File: src/rtl/demux4_deser.sv
// Serial-to-parallel capture: a 2-bit lane counter steers each valid bit into its lane.
// Completed nibbles go out through a valid/ready handshake, with a sticky overrun flag.
module demux4_deser (
  input  logic       clk,
  input  logic       rst_n,
  input  logic       din,
  input  logic       din_valid,
  input  logic       sync,
  input  logic       word_ready,
  output logic [3:0] word,
  output logic       word_valid,
  output logic [1:0] lane,
  output logic       overrun
);

  logic [1:0] cnt;
  logic [2:0] lbuf;
  logic       step, complete, xfer;

  assign lane     = cnt;
  assign step     = din_valid & ~sync;
  assign complete = step & (cnt == 2'd3);
  assign xfer     = word_valid & word_ready;

  // Lanes 0-2 hold partial bits; lane 3 goes straight into word.
  for (genvar g = 0; g < 3; g++) begin : g_lane
    localparam logic [1:0] LN = 2'(g);
    always_ff @(posedge clk or negedge rst_n) begin
      if (!rst_n)                   lbuf[g] <= 1'b0;
      else if (sync)                lbuf[g] <= 1'b0;
      else if (step && cnt == LN)   lbuf[g] <= din;
    end
  end

  always_ff @(posedge clk or negedge rst_n) begin
    if (!rst_n) begin
      cnt        <= 2'd0;
      word       <= 4'd0;
      word_valid <= 1'b0;
      overrun    <= 1'b0;
    end else begin
      if (sync)      cnt <= 2'd0;
      else if (step) cnt <= cnt + 2'd1;

      if (complete) word <= {din, lbuf};

      if (complete)  word_valid <= 1'b1;
      else if (xfer) word_valid <= 1'b0;

      // A completion that finds an unaccepted word drops the old one.
      if (sync)                                        overrun <= 1'b0;
      else if (complete && word_valid && !word_ready)  overrun <= 1'b1;
    end
  end

endmodule

File: config.mk
export PLATFORM = sky130hd
export DESIGN_NAME = demux4_deser
export DESIGN_NICKNAME = d
export VERILOG_FILES = /design/src/rtl/demux4_deser.sv
export SDC_FILE = /design/constraint.sdc
export NUM_CORES = 1
export LEC_CHECK = 0
export ABC_AREA = 0
export ABC_CLOCK_PERIOD_IN_PS = 1350
export CORE_AREA = 2 2 39 41
export CTS_CLUSTER_DIAMETER = 100
export DETAILED_ROUTE_END_ITERATION = 6
export DIE_AREA = 0 0 41 43
export PLACE_DENSITY = 0.67
export SLEW_MARGIN = 25
export SYNTH_ARGS = -nofsm -noshare
export SYNTH_HDL_FRONTEND = slang
export SYNTH_SLANG_ARGS = --single-unit
File: constraint.sdc
create_clock -name clk -period 1.35 [get_ports clk]
set_input_delay 0.405 -clock clk [delete_from_list [all_inputs] [get_ports clk]]
set_output_delay 0.405 -clock clk [all_outputs]
set_load 0.02 [all_outputs]
==> out/metrics.cfg, run 1 <==
[outcome]
outcome=finished, final reports clean

[sta]
whs_ps=421
slew_headroom_pct=88.9
skew_ps=3.41
setup_viol=0
hold_viol_final=0
rsz0062_at_grt=false
fin_crit_ps=1310
tightest_slew_ps=165
max_freq_mhz=765
post-route-period-util_pct=96.8
maxSlewViolCount=0
setup_slack_ps=42.9
tns_ps=0

[global_routing]
gr-total-overflow=0
track_usage_pct=16.4
grt_max_degree=12
antenna_found_initial=0
grt_first_pass_wirelength_mm=1.84
first_global_vias=404

[power]
ir_worst_vdd_mv=0.616
p_leak_nw=0.381
p_seq_share_pct=49.1
combPwrFrac_pct=20.0
clkPwrFrac_pct=30.9
total_power_uw=732
p_int_uw=535
power-per-cell-area_mw_per_mm2=1020
swShare_pct=26.8
p_switching_uw=196

[synth]
syn_nets=51
netlist_instances=41
seq_area_frac_synth_pct=51.3
yosys_register_bits=11
synth_area_um2=537
synth_edf_count=0
yosys_warnings=0
yosysUniqueCellTypes=14
synth.avg_cell_area_um2=13.1
async_flop_share_pct=100
synthFlopType=dfrtp_1

[detailed_routing]
routed_wl_mm=1.07
drtPass1Iterations=4
routed_via_density=4.77
vias=377
drc=0
drt_iter0_markers=1
antenna_left=0
wl_per_cell_um=13.5

[placement]
portBuffers=13
dp.cells=75
dp_hpwl_um=769
dp_slack_ps=-153
gp_congestion=0.690
postPlaceCellArea_um2=721

[cells_and_area]
areaGrowthSynthToFinish_pct=33.3
fin_nets=74
drive_gt1_share_pct=41.3
instances_no_fill=79
num_antenna_cells=0
utilization_pct=51.7
final_area_um2=716

[clock_tree]
clkSinkCount=11
cts_tree=done
clock_latency_ps=270
cts.clk_slew.worst_paths_ps=70
clockBufferDepth=2
cts.htree.levels=1
holdBufCountCts=0
cts_inserted_buffers=3
root_buffer=clkbuf_4
post-cts-setup-buffers=0

[critical_path]
crit_arrival_ps=900
cp.depth=1
crit_slowest_cell=dfrtp_1
cp_num_buf_inv=1
reg2reg_depth=4
end_kind=primary output
max_stage_delay_ps=380
endpoint=word[2]
rrSetupSlack_ps=60
crit_chain=clkdlybuf4s15_2
crit_start=word[2]
path_class=reg2out
timing.rr.start=lane[0]
cp-start-kind=flip-flop
cp_max_fo=2
r2r-end=word[3]
required_ps=950
crit_family=flip-flops

[floorplanning]
core_mm2=0.00138
initial_utilization_pct=38.8
ioPinCount=14
std_cell_rows=14
die_width_um=41
die_h_um=43
die_area_mm2=0.00176

[min_path]
worstHoldPathType=in2async

[run]
drv_cap=0

-- sequential cells by signal (all words and copies together) (netlist names) --
signal	flops
lane	2
lbuf	3
overrun	1
word	4
word_valid	1
-- cell usage after synthesis (all sizes together), types with 2 or more instances --
| master | number | area (um2) |
|---|---|---|
| a21bo | 3 | 30.0 |
| nand3 | 3 | 15.0 |
| mux2 | 4 | 60.1 |
| a21oi | 4 | 20.0 |
| dfrtp | 11 | 275 |
| inv | 4 | 15.0 |
| ha | 4 | 50.1 |
| nor2 | 2 | 7.51 |
-- worst min path at each step --
| stage | to | depth (start not counted) | slack [ps] | from |
|---|---|---|---|---|
| 2_1_floorplan | lane[0] | 0 | 110 | rst_n |
| 3_3_place_gp | word[1] | 1 | 480 | lbuf[1] |
| 3_5_place_dp | word[0] | 1 | 490 | lbuf[0] |
| 4_1_cts | lane[1] | 2 | 430 | rst_n |
| 5_1_grt | word_valid | 2 | 450 | rst_n |
| 6_report | lbuf[1] | 2 | 420 | rst_n |
-- power groups by stage --
stage | Combinational, mW | Sequential, mW | Clock [mW]
final | 0.146 | 0.359 | 0.226
after global routing | 0.163 | 0.362 | 0.253
after CTS | 0.158 | 0.361 | 0.233
after detailed placement | 0.161 | 0.366 | 0
after global placement | 0.156 | 0.365 | 0
after floorplan | 0.0559 | 0.388 | 0
-- cell usage in the layout, fill, tap and decap left out --
cell	netlist	routed
dfrtp_1	11	11
buf_2	0	6
buf_4	0	6
clkdlybuf4s50_1	0	5
inv_1	4	4
mux2_4	4	4
a21oi_1	4	4
nand3_1	3	3
a21bo_2	3	3
ha_1	4	3
clkbuf_4	0	3
nor2_1	2	2
nand3b_4	1	1
o21ai_0	1	1
nand4b_1	1	1
mux2i_1	1	1
xnor2_1	1	1
ha_2	0	1
clkbuf_1	0	1
clkdlybuf4s15_2	0	1
clkbuf_2	0	1
-- metal layers --
layer  part of all wire, %  up-vias  GRT usage, %
met2                    49        9          23.4
met1                    42      180          19.8
met5                     0        -             0
met4                   2.0        0          6.00
met3                   6.9        4          9.42
li1                      -      184             -
-- kinds of logic (layout without fill, tap and decap cells) --
| logic type | after synthesis | count (layout) | synth area share (%) |
|---|---|---|---|
| compound gates | 8 | 8 | 10.3 |
| xor+xnor | 1 | 1 | 1.63 |
| fa+ha+maj | 4 | 4 | 9.32 |
| buf+inv | 5 | 27 | 4.89 |
| flops | 11 | 11 | 51.3 |
| mux | 5 | 5 | 13.1 |
| simple gates | 7 | 7 | 9.56 |
-- timing repair --
action,in CTS,in global routing
gates resized for setup,23,8
pin swaps,0,1
endpoints found under the setup margin,8,11
-- layout make-up --
type / instances / area [um2]
Fill cell: 142 / 668
Inverter: 4 / 15.0
Timing Repair Buffer: 19 / 141
Clock buffer: 4 / 26.3
Sequential cell: 11 / 275
Tap cell: 16 / 20.0
Multi-Input combinational cell: 25 / 238
No activity file was read; power rests on OpenSTA's default activity.
==> run 2, diff against run 1 <==
SETUP_SLACK_MARGIN = 0.02   (was unset)
==> run 2 against run 1 <==
Effect of this change: wire length shrank 0.19%; final cell count is the same; critical endpoint is now word[3]; final area shrank 0.87%; core utilization shrank 0.45 points; clock-buffer cell count is the same; global-route usage grew 0.10 points; non-clock buffer count is the same.
==> out/metrics.cfg, run 2 (synthesized netlist as in run 1, its figures left out) <==
[floorplanning]
ioPinCount=14
die_width_um=41
die_area_mm2=0.00176
initial_utilization_pct=38.8
core_mm2=0.00138
die_h_um=43
std_cell_rows=14

[power]
ir_worst_vdd_mv=0.616
swShare_pct=26.9
clkPwrFrac_pct=31.0
p_switching_uw=197
power-per-cell-area_mw_per_mm2=1030
p_seq_share_pct=49.1
p_leak_nw=0.384
combPwrFrac_pct=20.0
p_int_uw=535

[sta]
slew_headroom_pct=88.9
maxSlewViolCount=0
whs_ps=420
post-route-period-util_pct=95.3
skew_ps=3.42
tightest_slew_ps=165
setup_viol=0
fin_crit_ps=1290
rsz0062_at_grt=false
hold_viol_final=0
max_freq_mhz=777

[critical_path]
required_ps=1510
max_stage_delay_ps=380
end_kind=flip-flop
cp-start-kind=flip-flop
crit_chain=buf_4 -> ha_2 -> nand3b_4 -> mux2_4
crit_arrival_ps=1450
crit_slowest_cell=dfrtp_1
path_class=reg2reg
cp_max_fo=5

[clock_tree]
clock_latency_ps=270
clkSinkCount=11
cts.htree.levels=1
holdBufCountCts=0
post-cts-setup-buffers=0
cts_tree=done
clockBufferDepth=2
root_buffer=clkbuf_4
cts_inserted_buffers=3
cts.clk_slew.worst_paths_ps=70

[cells_and_area]
utilization_pct=51.3
drive_gt1_share_pct=41.3
layout_common_cells=dfrtp_1, buf_2, buf_4
largest_reg_flops=4
final_common_cell=dfrtp_1
fillCellCount=145
num_antenna_cells=0
areaGrowthSynthToFinish_pct=32.2
final_area_um2=709
fin_nets=74
regMostFlops=word

[detailed_routing]
drc=0
wl_per_cell_um=13.5
routed_wl_mm=1.06
drt_iter0_markers=1
drtPass1Iterations=4
routed_via_density=4.77
antenna_left=0
vias=377

[placement]
dp_hpwl_um=769
postPlaceCellArea_um2=721
portBuffers=13
gp_congestion=0.690

[global_routing]
gr-total-overflow=0
antenna_found_initial=0
grt_max_degree=12
grt_first_pass_wirelength_mm=1.85
track_usage_pct=16.5
first_global_vias=402

[min_path]
worstHoldPathType=in2async

[run]
drv_cap=0

[outcome]
outcome=finished, final reports clean

==> run 2: cell count changes in the layout (fill, tap and decap cells not counted) <==
cell and delta:
clkbuf_2 -1, clkdlybuf4s15_2 -1, buf_2 +2
==> run 2: timing repair <==
action,CTS,global route
cloned,0,0
pin swaps,1,0
resized for setup,26,7
setup endpoints to repair,12,7
==> run 2: final cells by class <==
cell class | instances | area, um2 | share of cell area, %
Tap cell | 16 | 20.0 | 2.82
Multi-Input combinational cell | 25 | 238 | 33.5
Timing Repair Buffer | 19 | 135 | 19.0
Sequential cell | 11 | 275 | 38.8
Inverter | 4 | 15.0 | 2.12
Clock buffer | 4 | 26.3 | 3.70
==> run 2: power by group through the flow <==
stage          logic, mW  clock network [mW]  registers (mW)
3_5_place_dp       0.161                   0           0.366
5_1_grt            0.163               0.253           0.362
6_report           0.146               0.227           0.359
3_3_place_gp       0.156                   0           0.365
2_1_floorplan     0.0559                   0           0.388
4_1_cts            0.157               0.233           0.360
==> run 2: metrics by stage <==
stage,instances,power (mW),TNS (ps),setup slack [ps]
after floorplan,41,0.444,0,47.7
after global placement,75,0.521,-1210,-142
after detailed placement,75,0.527,-1370,-153
after CTS,79,0.750,0,16.4
after global routing,79,0.778,0,33.3
final,79,0.732,0,63.0
==> run 2: worst max-delay path, delay by kind of cell, from the launching register on <==
kind / cells / cell delay (ps)
adder cells (fa/ha/maj): 1 / 200
buffers and inverters: 1 / 150
flip-flops: 1 / 380
multiplexers: 1 / 310
AND/OR/NAND/NOR: 1 / 120
==> run 2: layer usage <==
layer,part of all wire (%),up-vias,GRT usage (%)
met1,41,180,20.1
li1,-,184,-
met3,6.9,4,9.42
met5,0,-,0
met4,2.0,0,6.00
met2,50,9,23.4
==> run 2: path summary, 6_finish.rpt <==
kind,start,end,slack [ps],depth (start not counted)
setup / recovery,lane[0],word[3],60,4
hold / removal,rst_n,lbuf[1],420,2
setup reg to reg,lane[0],word[3],60,4
hold reg to reg,word[2],word[2],510,1
max in group asynchronous,rst_n,word[0],780,2
min in group clk,word[2],word[2],510,1
==> run 3, diff against run 2 <==
PLACE_DENSITY = unset   (was 0.67)
PLACE_DENSITY_LB_ADDON = 0.2   (was unset)
==> run 3 against run 2 <==
Effect of this change: die area did not move; combinational power barely moved; maximum frequency rose by 2.0%; final cell count did not move; first-iteration DRC count rose by 100%; sequential share of layout area fell by 0.61 points; critical endpoint is now word[2].
==> out/metrics.cfg, run 3 (synthesized netlist as in run 1, its figures left out) <==
[outcome]
outcome=finished, final reports clean

[sta]
post-route-period-util_pct=93.5
setup_slack_ps=88.2
setup_viol=0
tightest_slew_ps=177
rsz0062_at_grt=false
whs_ps=430
tns_ps=0
maxSlewViolCount=0
max_freq_mhz=793
fin_crit_ps=1260
skew_ps=4.62
hold_viol_final=0
slew_headroom_pct=88.1

[critical_path]
max_stage_delay_ps=550
path_class=in2reg
crit_arrival_ps=1410
crit_slowest_cell=clkdlybuf4s50_1
crit_family=buffers and inverters
end_kind=flip-flop
crit_chain=clkdlybuf4s50_1 -> nand3b_4 -> mux2_4
cp_max_fo=5
cp_num_buf_inv=1
required_ps=1500
cp-start-kind=input pin

[detailed_routing]
wl_per_cell_um=12.4
vias=363
routed_wl_um=978
drt_iter0_markers=2
antenna_left=0
drtPass1Iterations=3
routed_via_density=4.59
drc=0

[placement]
portBuffers=13
gp_congestion=0.693
dp_slack_ps=-194
dp.cells=75

[global_routing]
grt_max_degree=12
track_usage_pct=14.4
grt_first_pass_wirelength_mm=1.62
gr-total-overflow=0
first_global_vias=365
antenna_found_initial=0

[floorplanning]
die_h_um=43
die_area_mm2=0.00176
initial_utilization_pct=38.8
core_mm2=0.00138
std_cell_rows=14
ioPinCount=14
die_width_um=41

[cells_and_area]
num_antenna_cells=0
regMostFlops=word
areaGrowthSynthToFinish_pct=34.3
layout_common_cells=dfrtp_1, buf_2, buf_4
drive_gt1_share_pct=42.9
final_common_cell=dfrtp_1
fin_nets=74
largest_reg_flops=4
instances_no_fill=79

[clock_tree]
root_buffer=clkbuf_4
cts_inserted_buffers=3
clock_latency_ps=270
clockBufferDepth=2
cts.htree.levels=1
cts_tree=done
cts.clk_slew.worst_paths_ps=70
holdBufCountCts=0
clkSinkCount=11

[power]
total_power_uw=725
power-per-cell-area_mw_per_mm2=1010
ir_worst_vdd_mv=0.482
p_leak_nw=0.387

[run]
drv_cap=0

[min_path]
worstHoldPathType=in2async

-- run 3: changes by cell type in the layout (fill, tap and decap cells not counted) --
cell / delta
ha_4: +1
ha_2: -1
clkbuf_1: -1
clkinv_2: +1
-- run 3: final timing paths --
path	startpoint	end	slack, ps	depth (start not counted)
min in group clk	lbuf[0]	word[0]	500	1
max reg2reg	lane[0]	word[2]	120	4
min	rst_n	overrun	430	2
max in group asynchronous	rst_n	lbuf[0]	770	2
max	din_valid	word[2]	90	3
min reg2reg	lbuf[0]	word[0]	500	1
-- run 3: layer usage --
| layer | global-route usage, % | vias up | routed length, um | share of wire, % |
|---|---|---|---|---|
| li1 | - | 186 | - | - |
| met1 | 18.9 | 164 | 430 | 44 |
| met2 | 20.0 | 11 | 477 | 49 |
| met3 | 4.71 | 2 | 62 | 6.3 |
| met4 | 8.00 | 0 | 8 | 0.82 |
| met5 | 0 | - | 0 | 0 |
-- run 3: area by class of cell --
cell class / instances / area, um2
clock buffer: 3 / 22.5
clock inverter: 1 / 5.00
fill: 142 / 663
inverter: 4 / 15.0
multi-input combinational: 25 / 248
sequential: 11 / 275
tap: 16 / 20.0
timing repair buffer: 19 / 135
-- run 3: what timing repair did --
item                                    in CTS  in global routing
buffers inserted                             0                  0
cloned                                       0                  0
resized for setup                           27                  7
pin swaps                                    0                  0
endpoints found under the setup margin      11                  8
-- run 3: metrics by stage --
stage / utilization [%] / area, um2
after floorplan: - / 537
after global placement: 52.1 / 721
after detailed placement: 52.1 / 721
after CTS: 54.1 / 748
after global routing: 52.1 / 721
final: 52.1 / 721
-- run 3: power by group --
part           leakage [nW]  switching, mW  internal, mW  total (mW)
Combinational         0.219         0.0747        0.0716       0.146
Clock                0.0177          0.111         0.110       0.220
Sequential            0.151        0.00976         0.349       0.358
Total                 0.387          0.195         0.530       0.725
==> RTL edit: new RTL, config.mk and constraints of run 2 <==
Make the reset (`rst_n`) synchronous in 2 clocked blocks.
--- a/src/rtl/demux4_deser.sv
+++ b/src/rtl/demux4_deser.sv
@@ -25,14 +25,14 @@
   // Lanes 0-2 hold partial bits; lane 3 goes straight into word.
   for (genvar g = 0; g < 3; g++) begin : g_lane
     localparam logic [1:0] LN = 2'(g);
-    always_ff @(posedge clk or negedge rst_n) begin
+    always_ff @(posedge clk) begin
       if (!rst_n)                   lbuf[g] <= 1'b0;
       else if (sync)                lbuf[g] <= 1'b0;
       else if (step && cnt == LN)   lbuf[g] <= din;
     end
   end
 
-  always_ff @(posedge clk or negedge rst_n) begin
+  always_ff @(posedge clk) begin
     if (!rst_n) begin
       cnt        <= 2'd0;
       word       <= 4'd0;
Function: differs if rst_n is asserted again (counterexample within 4 cycles, from zero or initial values and one cycle with rst_n low); with rst_n held inactive, the same outputs for 10 cycles.
==> RTL edit against run 2 <==
- sequential cell count unchanged
- worst hold slack better by 40 ps
- cell area down 4.1%
- worst setup slack worse by 1.0 ps
- synthesized area down 4.4%
- wire length down 11%
- clock skew down 2.9 ps
- synthesized cell count up 27%
- critical path type is now flop to output port
Power is not compared: it rests on default switching activity, and its combinational part moved more than twofold at a synthesized area within 25%.
==> RTL edit: results (changes against run 2) <==
Fin Clk Skew -> 0.518 ps (was 3.42 ps)
Max incr delay on CP -> 350 ps (was 380 ps)
Count of plain and timing-repair buffers in the layout -> 20 (was 19)
CP max-delay cell -> dfxtp_1 (was dfrtp_1)
Placed wire-length estimate -> 722 um (was 769 um)
Signal buf overhead -> 21.9% (was 19.0%)
Non-CTS inverters -> 2 (was 4)
Global-route wire length before repair -> 1500 um (was 1850 um)
Post-synth cell types -> 18 (was 14)
Global-route usage over all layers -> 13.3% (was 16.5%)
Met1 Usage GRT -> 15.2% (was 20.1%)
Arr. time, crit path -> 880 ps (was 1450 ps)
Post-Synthesis Net Count -> 62 (was 51)
Top post-synthesis cells by area -> dfxtp_1 43%, ha_1 9.8%, mux2i_1 9.8% (was dfrtp_1 51%, mux2_4 11%, ha_1 9.3%)
Layout clock area frac -> 3.86% (was 3.70%)
Area occupied by multi-input gates -> 258 sq um (was 238 sq um)
Register Area -> 220 sq um (was 275 sq um)
Ratio of cells with drive above 1 in the final layout -> 27.4% (was 41.3%)
Slew HR -> 84.6% (was 88.9%)
DR WL/cell -> 10.6 um (was 13.5 um)
Register area share after synthesis -> 42.9% (was 51.3%)
Routed vias/inst -> 4.62 (was 4.77)
Final net count -> 84 (was 74)
WS Path Type -> flop to output port (was flop to flop)
Largest net degree at the start of global routing -> 9 (was 12)
Multi-In Gates -> 36 (was 25)
Met2 Resource Use GR -> 19.1% (was 23.4%)
Status -> finished clean (unchanged)
Flop-to-flop setup slack -> 140 ps (was 60 ps)
FF-to-FF Start -> lane[1]$_SDFFE_PP0P_ (was lane[0]$_DFFE_PN0P_)
Worst Path Max Fanout -> 2 (was 5)
Synth top cells by count -> 11 x dfxtp_1, 8 x nand2_1, 5 x mux2i_1, 4 x ha_1 (was 11 x dfrtp_1, 4 x a21oi_1, 4 x ha_1, 4 x inv_1, 4 x mux2_4)
Grt met3 use -> 7.85% (was 9.42%)
## RTL edit: cell types whose count changed after synthesis, moves of 2 or more
cell,delta
dfrtp_1,-11
dfxtp_1,+11
nand3b_1,+2
nand2b_1,+2
mux2_4,-4
nand2_1,+8
inv_1,-2
mux2i_1,+4
## RTL edit: through the flow
step,cells,utilization (%),hold slack (ps),total power [mW],cell area (sq um)
finish,89,49.2,460,0.625,681
global route,89,49.2,476,0.652,681
global placement,85,49.7,443,0.405,688
CTS,89,51.7,462,0.635,716
detailed placement,85,49.7,452,0.406,688
floorplan,52,-,433,0.370,513
## RTL edit: per-layer routing
metal / up-vias / wire length (um)
met3: 3 / 54
met4: 0 / 16
met1: 182 / 442
met5: - / 0
li1: 215 / -
met2: 11 / 431
## RTL edit: cell families after synthesis
family          Yosys count  share of synthesized area [%]
compound gates            8                           11.7
xor+xnor                  1                           1.71
fa+ha+maj                 4                           9.76
buf+inv                   5                           6.83
flops                    11                           42.9
mux                       5                           9.76
simple gates             18                           17.3
